**src/rtl/cache_controller.sv**
```systemverilog
// cache_controller: main FSM in front of cache_memory. It accepts one CPU
// load/store at a time, drives the lookup / write-back / refill enables and
// retries the lookup after a refill. It also keeps saturating hit/miss/
// write-back counters.
//
// Handshake: a CPU request transfers on a rising edge where
// cpu_valid && cpu_ready. cpu_ready is high only in IDLE, so the CPU holds
// its request until then. cpu_done pulses for one cycle and cpu_rdata holds
// the load result until the next cpu_done. Main memory works the same way:
// mem_req stays high until a one-cycle mem_ack.
module cache_controller #(
    parameter int WORD_SIZE       = 32,
    parameter int WORDS_PER_BLOCK = 4,
    parameter int NUM_BLOCKS      = 64,
    parameter int NUM_WAYS        = 2,
    parameter int CNT_WIDTH       = 16,
    localparam int NUM_SETS       = NUM_BLOCKS / NUM_WAYS,
    localparam int INDEX_WIDTH    = $clog2(NUM_SETS),
    localparam int OFFSET_WIDTH   = $clog2(WORDS_PER_BLOCK),
    localparam int TAG_WIDTH      = 32 - INDEX_WIDTH - OFFSET_WIDTH
) (
    input  logic                    clk,
    input  logic                    rst,
    input  logic                    cpu_valid,
    input  logic [31:0]             cpu_addr,
    input  logic                    cpu_req_type,
    input  logic [WORD_SIZE-1:0]    cpu_wdata,
    output logic                    cpu_ready,
    output logic                    cpu_done,
    output logic [WORD_SIZE-1:0]    cpu_rdata,
    output logic [TAG_WIDTH-1:0]    tag,
    output logic [INDEX_WIDTH-1:0]  index,
    output logic [OFFSET_WIDTH-1:0] blk_offset,
    output logic                    req_type,
    output logic [WORD_SIZE-1:0]    data_in,
    output logic                    read_en_cache,
    output logic                    write_en_cache,
    output logic                    read_en_mem,
    output logic                    write_en_mem,
    input  logic                    hit,
    input  logic                    dirty_bit,
    input  logic [WORD_SIZE-1:0]    data_out,
    output logic                    mem_req,
    output logic                    mem_we,
    input  logic                    mem_ack,
    output logic [CNT_WIDTH-1:0]    hit_count,
    output logic [CNT_WIDTH-1:0]    miss_count,
    output logic [CNT_WIDTH-1:0]    wb_count
);

    typedef enum logic [1:0] {
        IDLE       = 2'd0,
        COMPARE    = 2'd1,
        WRITE_BACK = 2'd2,
        ALLOCATE   = 2'd3
    } state_t;

    state_t                 state;
    state_t                 next_state;
    logic [31:0]            addr_q;
    logic                   req_type_q;
    logic [WORD_SIZE-1:0]   wdata_q;
    // Set once a refill completes so the follow-up lookup is not counted.
    logic                   retry_q;

    logic accept;
    logic cmp_hit;
    logic cmp_miss;

    assign accept   = (state == IDLE) && cpu_valid;
    assign cmp_hit  = (state == COMPARE) && hit;
    assign cmp_miss = (state == COMPARE) && !hit;

    // Cache-side address/data always come from the latched request.
    assign tag        = addr_q[31 -: TAG_WIDTH];
    assign index      = addr_q[OFFSET_WIDTH +: INDEX_WIDTH];
    assign blk_offset = addr_q[OFFSET_WIDTH-1:0];
    assign req_type   = req_type_q;
    assign data_in    = wdata_q;
    assign cpu_ready  = (state == IDLE);

    // State register.
    always_ff @(posedge clk) begin
        if (rst) state <= IDLE;
        else     state <= next_state;
    end

    // Next-state logic; a miss on the retry lookup simply re-enters the miss path.
    always_comb begin
        next_state = state;
        case (state)
            IDLE:       if (cpu_valid) next_state = COMPARE;
            COMPARE: begin
                if (hit)            next_state = IDLE;
                else if (dirty_bit) next_state = WRITE_BACK;
                else                next_state = ALLOCATE;
            end
            WRITE_BACK: if (mem_ack) next_state = ALLOCATE;
            ALLOCATE:   if (mem_ack) next_state = COMPARE;
            default:    next_state = IDLE;
        endcase
    end

    // Output decode: Moore enables, except the refill write qualified by mem_ack.
    always_comb begin
        read_en_cache  = 1'b0;
        write_en_cache = 1'b0;
        read_en_mem    = 1'b0;
        write_en_mem   = 1'b0;
        mem_req        = 1'b0;
        mem_we         = 1'b0;
        case (state)
            COMPARE: begin
                read_en_cache  = !req_type_q;
                write_en_cache = req_type_q;
            end
            WRITE_BACK: begin
                read_en_cache = 1'b1;
                write_en_mem  = 1'b1;
                mem_req       = 1'b1;
                mem_we        = 1'b1;
            end
            ALLOCATE: begin
                read_en_mem    = 1'b1;
                mem_req        = 1'b1;
                write_en_cache = mem_ack;
            end
            default: ;
        endcase
    end

    // Request latch, retry flag, completion pulse and load data.
    always_ff @(posedge clk) begin
        if (rst) begin
            addr_q     <= '0;
            req_type_q <= 1'b0;
            wdata_q    <= '0;
            retry_q    <= 1'b0;
            cpu_done   <= 1'b0;
            cpu_rdata  <= '0;
        end else begin
            cpu_done <= cmp_hit;
            if (accept) begin
                addr_q     <= cpu_addr;
                req_type_q <= cpu_req_type;
                wdata_q    <= cpu_wdata;
                retry_q    <= 1'b0;
            end
            if ((state == ALLOCATE) && mem_ack) retry_q <= 1'b1;
            if (cmp_hit && !req_type_q) cpu_rdata <= data_out;
        end
    end

    // Saturating performance counters; retry lookups count as neither hit nor miss.
    always_ff @(posedge clk) begin
        if (rst) begin
            hit_count  <= '0;
            miss_count <= '0;
            wb_count   <= '0;
        end else begin
            if (cmp_hit && !retry_q && (hit_count != '1))
                hit_count <= hit_count + CNT_WIDTH'(1);
            if (cmp_miss && !retry_q && (miss_count != '1))
                miss_count <= miss_count + CNT_WIDTH'(1);
            if ((state == WRITE_BACK) && mem_ack && (wb_count != '1))
                wb_count <= wb_count + CNT_WIDTH'(1);
        end
    end

endmodule

```
**config.mk**
```make
export PLATFORM = sky130hd
export DESIGN_NAME = cache_controller
export DESIGN_NICKNAME = d
export VERILOG_FILES = /design/src/rtl/cache_controller.sv
export SDC_FILE = /design/constraint.sdc
export NUM_CORES = 1
export LEC_CHECK = 0
export ABC_AREA = 1
export CAP_MARGIN = 40
export CELL_PAD_IN_SITES_DETAIL_PLACEMENT = 1
export CELL_PAD_IN_SITES_GLOBAL_PLACEMENT = 1
export CORE_MARGIN = 2
export CORE_UTILIZATION = 47
export DETAILED_ROUTE_END_ITERATION = 6
export DONT_BUFFER_PORTS = 1
export GPL_ROUTABILITY_DRIVEN = 1
export GPL_TIMING_DRIVEN = 0
export PLACE_DENSITY_LB_ADDON = 0.1
export SLEW_MARGIN = 15
export SYNTH_ARGS = -nofsm -noshare
export SYNTH_HDL_FRONTEND = slang
export SYNTH_SLANG_ARGS = --single-unit
```
**constraint.sdc**
```tcl
create_clock -name clk -period 4 [get_ports clk]
set_input_delay 0.4 -clock clk [delete_from_list [all_inputs] [get_ports clk]]
set_output_delay 0.4 -clock clk [all_outputs]
set_load 0.01 [all_outputs]
```
# Yosys cells after proc, flatten, opt, wreduce, memory -nomap -nowiden
# Cells that the tools add are included.
classes:
  n_addsub: 3
  eq_ne: 9
  n_mux: 13
  reduce_logical: 18
ops:
  columns: ["op", "n"]
  rows:
  - ["$add A16 B1 Y16 const B", 3]
  - ["$ne A16 B16 Y1 const B", 3]
  - ["$logic_and A1 B1 Y1", 11]
  - ["$mux W2", 4]
  - ["$pmux W2 S4", 1]
  - ["$mux W1", 6]
  - ["$ne A2 B2 Y1 const B", 3]
  - ["$eq A2 B2 Y1 const B", 2]
  - ["$pmux W1 S2", 2]
  - ["$logic_not A1 Y1", 3]
  - ["$reduce_and A3 Y1", 1]
  - ["$eq A2 B1 Y1 const B", 1]
  - ["$logic_not A2 Y1", 1]
  - ["$reduce_bool A2 Y1", 1]
  - ["$reduce_or A2 Y1", 1]
totals:
  regBits: 149
  in_bits: 103
  out_inout_bits: 153
  wordCells: 53

# Logic depth before layout (Yosys ltp)
# Gate-level depths: netlist of run 1.
depth:
  depth_word: 4
  ltp_mapped: 10
  depth_no_buf: 10

# Least setup slack after synthesis of run 1
# OpenSTA, ideal clock, no wires.
synth_timing:
  path_type: "register to register"
  startpoint: "reg state[0]"
  endpoint: "reg wb_count[15]"
  setup_time_ps: 115
  arrival_ps: 1392
  required_time_ps: 3885
  slack_ps: 2493
  path_stages_with_launch: 10
  path_buffers: 0
  synth_period_minus_slack_ps: 1507
  path_cell_list: "dfxtp_1 > inv_1 > ha_1 > nand2_1 > nor2_1 > nand3b_1 > nor2_1 > nand3_1 > nand2_1 > nor2_1"
synth_between:
  elab_chain_len: 3
synth_lines:
  columns: ["element", "line_no", "source"]
  rows:
  - ["start: declaration", "58", "state_t state;"]
  - ["start signal: assignment", "85", "else state <= next_state;"]
  - ["$eq A2 B2 Y1", "165", "if ((state == WRITE_BACK) && mem_ack && (wb_count != '1))"]
  - ["$logic_and A1 B1 Y1 (2 in series)", "165", null]
  - ["end signal: assignment", "166", "wb_count <= wb_count + CNT_WIDTH'(1);"]
  - ["end: declaration", "48", "output logic [CNT_WIDTH-1:0] wb_count"]
# Every way passes these cells.
# A chain may end at the register's enable or synchronous reset.

# Worst setup path after layout of run 1
layout_timing:
  startpoint: "reg state[0]"
  endpoint: "out read_en_cache"
layout_between:
  elab_chain_len: 2
  elab_cells_between_ends: 3
  classes_between: "eq/ne: 2; mux: 1"
layout_lines:
  columns: ["element", "line_no", "source"]
  rows:
  - ["$eq A2 B2 Y1 or $eq A2 B1 Y1 (tied branches)", "112", "case (state)"]
  - ["$pmux W1 S2 *", "112", null]
  - ["end: declaration", "36", "output logic read_en_cache,"]
# Mark *: on every way between the ends. The rest lies on a longest branch, timed or not.

==> results by group, run 1 <==
Outcome
  • Status: finished clean

Timing
  • Final min period: 2.11 ns
  • Tcrit/Tclk final: 52.8%
  • F_max: 473 MHz
  • RSZ-0062 raised after global routing: no
  • Setup-failing EPs final: 0
  • Worst slew margin: 66.1%
  • Slew @ Worst Pin: 0.508 ns
  • Post-route setup slack: 1.89 ns
  • Clock Skew: 0.0140 ns
  • Setup TNS: 0 ns
  • Worst hold slack: 0.0456 ns
  • Final hold vios: 0
  • Slew Limit Fails: 0

Place
  • Dpl ws: 2.05 ns
  • Post-DP HPWL: 15400 um
  • Global placement routability congestion: 0.881
  • Post-DP Area: 6630 um^2
  • DP Cell Count: 1076
  • Port Buf Inserts: 0

Route
  • Detailed Route Iter0 Violations: 370
  • Routed Antenna Nets: 0
  • First drt pass iteration count: 4
  • Via-per-instance ratio: 5.39
  • Via count: 5968
  • Total detailed-routing wirelength: 20100 um
  • DRC violations left: 0
  • WL/cell: 18.1 um

Die
  • Die Span X: 121 um
  • Rows: 42
  • Core area: 13300 um^2
  • Initial core utilization: 48.2%
  • Ports: 256
  • Die Y-Extent: 121 um
  • Die area: 14600 um^2

Global route
  • Gr usage total: 27.8%
  • Initial antenna violation count: 2
  • Vias in the first global route: 6273
  • First-pass GRT wire length: 31700 um
  • Largest net degree at the start of global routing: 17
  • Grt total ovfl: 0

Worst setup path
  • Data arrival time of the critical path: 1.71 ns
  • Setup crit end kind: output port
  • CP Cell Sequence: inv_1 > ha_1 > inv_1 > a21oi_1
  • Worst setup SP type: flop
  • Crit Path Class: flop to output port
  • Worst-path maximum fanout: 6
  • Top cell by count, worst path: inv_1
  • CP max stage cell: a21oi_1
  • Top delay family on crit path: compound AO/OA/AOI/OAI gates
  • Crit-path max cell delay: 0.37 ns
  • Data required time of the worst path: 3.60 ns
  • Buf/Inv on CP: 2

Worst hold path
  • Hold Path Class: input port to flop

CTS
  • Total CTS buffers: 17
  • CTS root buffer: clkbuf_16
  • CTS resizes: 0
  • CTS tree: done
  • Clk slew on worst S/H paths: 0.06 ns
  • Clk_lat worst skew: 0.43 ns
  • H-tree Lvls: 4
  • Setup bufs post-CTS: 0
  • CTS Sinks: 149
  • Clk buf depth: 2
  • Cts hold-fix bufs: 0

Power
  • VDD IR max: 0.413 mV
  • Lkg Pwr: 2.90 nW
  • Power per cell area: 637 nW/um^2

Synth
  • Mux contribution to synthesized area: 0%
  • Post-synthesis xor/xnor area fraction: 0%
  • Cells after Synth: 900
  • Mapped Area: 6410 um^2
  • Synth Area in Simple Gates: 34.3%
  • Adder-Cell Fraction of Synth Area: 1.56%
  • Largest family of logic cells by synthesized area: simple AND/OR/NAND/NOR gates
  • Post-synthesis compound-gate area fraction: 11.4%
  • Synth Warn #: 0
  • Register bit total from synthesis: 149
  • Synth Area per Inst: 7.12 um^2
  • Netlist cell types: 29
  • Post-synthesis sequential area ratio: 46.6%
  • Mapped Nets: 1011

Cells and area
  • Fin nets: 1030
  • Layout cell share with drive strength beyond 1: 8.49%
  • Post-route cell area: 7220 um^2
  • Area added between synthesis and finish: 12.7%
  • Cell Count, Final, Fillers Out: 1108

Flow run
  • Max-Cap Viols: 0
where the power goes:
part / internal, mW / total, mW / switching, mW
Clock: 0.978 / 1.60 / 0.625
Sequential: 1.78 / 2.17 / 0.386
Combinational: 0.273 / 0.829 / 0.556
Total: 3.03 / 4.60 / 1.57
cells in the mapped netlist, drive strengths merged:
master,count,area [um^2]
ha,8,100
inv,45,169
nand2,126,490
clkbuf,22,82.6
a211oi,2,15.0
nand3b,3,22.5
buf,17,140
nand4,8,65.1
o21ai,104,521
dfxtp,149,2980
nor2,324,1290
and2,2,12.5
nor3b,1,7.51
nand3,47,300
nor3,3,15.0
a21oi,38,194
clkinv,1,3.75
cell type report:
cell class | count | area, um^2
Clock buffer | 19 | 433
Antenna cell | 2 | 5.00
Fill cell | 1715 | 6080
Inverter | 46 | 173
Buffer | 39 | 223
Multi-Input combinational cell | 666 | 3030
Clock inverter | 11 | 154
Tap cell | 176 | 220
Sequential cell | 149 | 2980
flip-flops by register name (all words and copies together) (netlist names):
signal,flops
hit_count,16
retry_q,1
cpu_done,1
state,2
miss_count,16
wb_count,16
data_in,32
cpu_rdata,32
addr_q,32
req_type,1
worst reg2reg max path, delay by kind of cell, from the launching register on:
family                   cells  cell delay, ns
buffers and inverters        1            0.10
flip-flops                   1            0.36
adder cells (fa/ha/maj)      1            0.36
AND/OR/NAND/NOR              7            1.09
layer usage:
layer | track usage, % | wire length [um] | vias up | share of wire (%)
li1 | - | - | 2924 | -
met1 | 29.0 | 7430 | 2838 | 37
met2 | 50.3 | 10600 | 180 | 53
met3 | 9.91 | 1610 | 26 | 8.0
met4 | 11.3 | 437 | 0 | 2.2
met5 | 0 | 0 | - | 0
stage by stage:
stage               util [%]  total power, mW
CTS                     54.3             4.65
finish                  54.3             4.60
global placement        49.8             2.96
global route            54.3             4.86
detailed placement      49.8             3.04
floorplan                  -             2.73
final timing paths:
check / start / to / slack, ns / cells past startpoint
max reg2reg: state[0] / wb_count[15] / 1.99 / 9
min reg2reg: state[1] / state[1] / 0.54 / 2
min: rst / retry_q / 0.05 / 1
max: state[0] / read_en_cache / 1.89 / 4
cells in the final DEF, fill, tap and decap left out, types with 4 or more instances in the layout:
cell,instances
clkbuf_16,17
buf_2,4
o21ai_0,102
nand2_1,119
buf_6,8
nand3_1,37
dfxtp_1,149
nand3_2,8
a21oi_1,37
nor2_4,7
nor2_2,7
nor2_1,310
clkbuf_1,24
ha_1,8
nand2_2,7
nand4_1,7
inv_1,42
kinds of logic (layout without fill, tap and decap cells):
| kind of cell | count (synthesis) | in the layout |
|---|---|---|
| AO/OA/AOI/OAI | 144 | 144 |
| adder cells (fa/ha/maj) | 8 | 8 |
| buffers and inverters | 85 | 115 |
| flip-flops | 149 | 149 |
| other | 0 | 2 |
| AND/OR/NAND/NOR | 514 | 514 |
No activity file was read; power rests on OpenSTA's default activity.
==> inputs of run 2 (changes only) <==
- CORE_UTILIZATION: 47 -> 43
- clock period: 4 -> 2.2 ns (I/O delays scaled with it)
==> run 2 against run 1 <==
Compared with the run above:
- sequential power is 84% higher
- clock power rose by 86%
- register-to-register slack worse by 1.8 ns
- die area increased by 9.0%
- critical path depth is 3 higher
- via count up 11%
- setup slack lost 1.7 ns
- routed wire length grew 23%
- count of clock-buffer cells in the layout increased by 2
- sequential share of layout area shrank 4.9 points
- non-clock buffer count grew 95
- critical endpoint is now data_in[9]
- largest cell class unchanged
==> results by group, run 2 (synthesis gave the netlist of run 1 again) <==
Timing
  • Slew @ Worst Pin: 0.629 ns
  • Tcrit/Tclk final: 90.4%
  • Worst slew margin: 58.1%
  • Final hold vios: 0
  • Setup-failing EPs final: 0
  • Final min period: 1.99 ns
  • Slew Limit Fails: 0
  • Setup TNS: 0 ns
  • RSZ-0062 raised after global routing: no
  • F_max: 503 MHz
  • Worst hold slack: 0.0121 ns
  • Clock Skew: 0.00730 ns

Route
  • Via count: 6610
  • First drt pass iteration count: 5
  • DRC violations left: 0
  • WL/cell: 20.4 um
  • Detailed Route Iter0 Violations: 330
  • Total detailed-routing wirelength: 24700 um
  • Via-per-instance ratio: 5.45
  • Routed Antenna Nets: 0

Power
  • VDD IR max: 0.595 mV
  • Power per cell area: 1070 nW/um^2
  • Lkg Pwr: 3.31 nW

Cells and area
  • Most frequent cells in the layout: 310 x nor2_1, 149 x dfxtp_1, 119 x nand2_1
  • Most common cell after layout, fill and taps aside: nor2_1
  • Layout cell share with drive strength beyond 1: 7.79%
  • Area added between synthesis and finish: 27.8%
  • Final core occ: 56.3%
  • Fin nets: 1125

Die
  • Initial core utilization: 44.1%
  • Rows: 44
  • Die Span X: 126 um
  • Die Y-Extent: 126 um
  • Core area: 14500 um^2
  • Ports: 256
  • Die area: 15900 um^2

Worst setup path
  • Reg2Reg Capture Point: data_in[9]
  • Reg2reg setup slack: 0.21 ns
  • Register-to-Register Path Depth: 7
  • Data required time of the worst path: 2.56 ns
  • R2r startpoint: state[0]
  • Worst-path maximum fanout: 10
  • Data arrival time of the critical path: 2.35 ns
  • Crit Path Class: flop to flop
  • Setup crit end kind: flop
  • Worst setup SP type: flop

Worst hold path
  • Hold path endpoint: data_in[27]
  • Hold Path Stages: 2
  • HP Start: cpu_wdata[27]
  • Hold Path Class: input port to flop

Place
  • Global placement routability congestion: 0.910
  • Post-DP HPWL: 15600 um
  • Port Buf Inserts: 0

Global route
  • First-pass GRT wire length: 39300 um
  • Vias in the first global route: 7353
  • Initial antenna violation count: 2
  • Largest net degree at the start of global routing: 17
  • Gr usage total: 31.3%
  • Grt total ovfl: 0

CTS
  • CTS tree: done
  • Total CTS buffers: 17
  • Clk_lat worst skew: 0.43 ns
  • Clk slew on worst S/H paths: 0.06 ns
  • Setup bufs post-CTS: 0
  • Clk buf depth: 2
  • H-tree Lvls: 4
  • CTS Sinks: 149
  • CTS root buffer: clkbuf_16

Flow run
  • Max-Cap Viols: 0

Outcome
  • Status: finished clean
==> run 2: cell count changes in the layout (fill, tap and decap cells not counted) <==
cell / change
inv_6: -1
dlygate4sd3_1: +95
clkbuf_2: +1
clkbuf_1: +1
clkinv_4: +1
clkinvlp_4: -1
clkinv_2: +1
==> run 2: worst max-delay path by stage <==
stage | start | slack, ns | end
after floorplan | state[0] | 0.69 | wb_count[15]
after global placement | state[0] | 0.32 | data_in[30]
after detailed placement | state[0] | 0.28 | data_in[30]
after CTS | state[0] | 0.28 | data_in[30]
after global routing | state[0] | 0.005 | data_in[5]
final | state[0] | 0.21 | data_in[9]
==> run 2: worst max-delay path: stages (launching register included) <==
cell and delay (ns):
dfxtp_1 0.40, inv_1 0.09, ha_1 0.28, nand2_1 0.22, buf_2 0.27, clkbuf_1 0.34, o21ai_0 0.16, nor2_1 0.15
==> run 2: final cells by class <==
cell class | count | area, um^2
inverters | 46 | 173
clock inverters | 11 | 151
plain buffers | 39 | 224
fillers | 1858 | 6350
diodes | 2 | 5.00
repair buffers | 95 | 951
well taps | 184 | 230
flip-flops and latches | 149 | 2980
clock buffers | 21 | 440
multi-input cells | 666 | 3030
==> run 2: power breakdown <==
group / total (mW) / switching, mW / internal [mW]
sequential: 4.00 / 0.767 / 3.23
combinational: 1.82 / 1.20 / 0.613
clock: 2.98 / 1.19 / 1.79
==> run 2: timing repair <==
action | 4_1_cts | 5_1_grt
hold buffers | 93 | 2
hold endpoints to repair | 95 | 2
resized for setup | 0 | 2
setup endpoints to repair | 0 | 1
==> run 2: layer usage <==
metal	up-vias	track usage (%)	routed length, um
met5	-	0.929	0
met4	0	15.1	1040
met3	74	10.0	1930
met2	267	55.9	12600
met1	3177	33.1	9120
li1	3092	-	-
==> run 2: metrics by stage <==
| step | std cells | area, um^2 | worst slack [ns] | power, mW |
|---|---|---|---|---|
| after detailed placement | 1084 | 6640 | 0.278 | 5.52 |
| after CTS | 1209 | 8160 | 0.275 | 8.60 |
| after floorplan | 900 | 6410 | 0.693 | 4.96 |
| after global placement | 1084 | 6640 | 0.316 | 5.40 |
| after global routing | 1213 | 8190 | 0.00491 | 9.20 |
| final | 1213 | 8190 | 0.210 | 8.79 |
==> inputs of run 3 (changes only) <==
- CAP_MARGIN: 40 -> 25
- CORE_UTILIZATION: 43 -> 25
==> run 3 against run 2 <==
Compared with the run above:
- hold slack gained 0.0086 ns
- core utilization shrank 23 points
- clock skew grew 0.0083 ns
- register-to-register slack gained 0.10 ns
- largest power group unchanged
==> results by group, run 3 (synthesis gave the netlist of run 1 again) <==
Power
  • VDD IR max: 0.390 mV
  • Power per cell area: 1020 nW/um^2
  • Lkg Pwr: 3.32 nW

Cells and area
  • Fillers: 3077
  • Fin nets: 1127
  • Most common cell after layout, fill and taps aside: nor2_1
  • Area added between synthesis and finish: 30.8%
  • Layout cell share with drive strength beyond 1: 8.65%
  • Most frequent cells in the layout: 309 x nor2_1, 149 x dfxtp_1, 119 x nand2_1
  • Storage cell area: 2980 um^2
  • Area of the multi-input gates: 3030 um^2

Timing
  • F_max: 499 MHz
  • Worst slew margin: 61.6%
  • RSZ-0062 raised after global routing: no
  • Clock Skew: 0.0156 ns
  • Setup TNS: 0 ns
  • Final min period: 2.00 ns
  • Post-route setup slack: 0.197 ns
  • Setup-failing EPs final: 0
  • Tcrit/Tclk final: 91.1%
  • Slew Limit Fails: 0
  • Slew @ Worst Pin: 0.576 ns
  • Final hold vios: 0

Route
  • Detailed Route Iter0 Violations: 198
  • Via-per-instance ratio: 4.55
  • First drt pass iteration count: 5
  • Total detailed-routing wirelength: 22900 um
  • Routed Antenna Nets: 0
  • WL/cell: 16.9 um
  • DRC violations left: 0
  • Via count: 6186

Place
  • Post-DP HPWL: 16900 um
  • Global placement routability congestion: 0.772
  • Dpl ws: 0.0370 ns
  • Port Buf Inserts: 0

Global route
  • Largest net degree at the start of global routing: 17
  • Grt total ovfl: 0
  • First-pass GRT wire length: 35900 um
  • Gr usage total: 17.3%
  • Vias in the first global route: 6449
  • Initial antenna violation count: 1

Die
  • Ports: 256
  • Die Span X: 164 um
  • Die Y-Extent: 164 um
  • Die area: 26900 um^2
  • Initial core utilization: 25.4%
  • Rows: 58
  • Core area: 25200 um^2

CTS
  • H-tree Lvls: 4
  • Clk buf depth: 2
  • CTS tree: done
  • Clk slew on worst S/H paths: 0.06 ns
  • Clk_lat worst skew: 0.43 ns
  • Setup bufs post-CTS: 0
  • CTS root buffer: clkbuf_16
  • Total CTS buffers: 17
  • CTS Sinks: 149

Outcome
  • Status: finished clean

Worst setup path
  • R2r startpoint: state[0]
  • Reg2Reg Capture Point: data_in[23]
  • Data required time of the worst path: 1.98 ns
  • Worst setup SP type: flop
  • Crit Path Class: flop to output port
  • Worst-path maximum fanout: 6
  • Register-to-Register Path Depth: 7
  • Reg2reg setup slack: 0.31 ns
  • Data arrival time of the critical path: 1.78 ns
  • Setup crit end kind: output port

Worst hold path
  • Hold path endpoint: retry_q
  • Hold Path Stages: 2
  • HP Start: mem_ack
  • Hold Path Class: input port to flop

Flow run
  • Max-Cap Viols: 0
## run 3: cell count changes in the layout (fill, tap and decap cells not counted), moves of 3 or more
cell	previous run	this run
clkbuf_1	25	18
inv_8	0	5
clkinv_4	4	0
inv_6	1	5
bufinv_16	3	0
clkbuf_2	1	4
## run 3: how the worst max path moves through the flow
stage / startpoint / endpoint / slack [ns]
2_1_floorplan: state[0] / wb_count[15] / 0.69
3_3_place_gp: state[1] / cpu_rdata[2] / 0.03
3_5_place_dp: state[0] / data_in[9] / 0.04
4_1_cts: state[0] / data_in[9] / 0.02
5_1_grt: state[0] / data_in[7] / 0.01
6_report: state[0] / read_en_cache / 0.20
## run 3: metal layers
metal | share of wire, % | global-route usage [%] | wire length, um
met5 | 0 | 0 | 0
met4 | 2.4 | 6.26 | 548
met3 | 8.6 | 7.07 | 1970
met2 | 48 | 29.2 | 11000
met1 | 41 | 19.7 | 9390
## run 3: cell type report
class	instances	share of cell area, %
Multi-Input combinational cell	666	36.2
Clock inverter	14	1.63
Sequential cell	149	35.6
Timing Repair Buffer	97	11.6
Inverter	46	2.06
Buffer	39	2.72
Tap cell	330	4.93
Clock buffer	18	5.24
Antenna cell	1	0.0299
## run 3: timing repair
| item | 4_1_cts | 5_1_grt |
|---|---|---|
| resized for setup | 0 | 10 |
| endpoints found under the hold margin | 100 | 0 |
| hold buffers | 97 | 0 |
| endpoints found under the setup margin | 0 | 90 |
## run 3: power breakdown
group | internal [mW] | leakage (nW) | switching, mW | total (mW)
sequential | 3.23 | 1.22 | 0.705 | 3.94
combinational | 0.623 | 1.82 | 1.08 | 1.71
clock | 1.54 | 0.281 | 1.38 | 2.91
## run 3: critical path: stages (launching register included)
cell and delay [ns]:
dfxtp_1 0.35, inv_1 0.10, ha_1 0.36, inv_1 0.10, a21oi_1 0.46
## run 3: stage by stage
step           total power [mW]  cell area [um^2]  cells  utilization [%]  hold slack [ns]
2_1_floorplan              4.96              6410    900                -            0.289
3_3_place_gp               5.58              6820   1230             27.1            0.294
3_5_place_dp               5.60              6820   1230             27.1            0.297
4_1_cts                    8.73              8370   1359             33.2         0.000349
5_1_grt                    9.18              8380   1360             33.3          0.00278
6_report                   8.56              8380   1360             33.3           0.0207
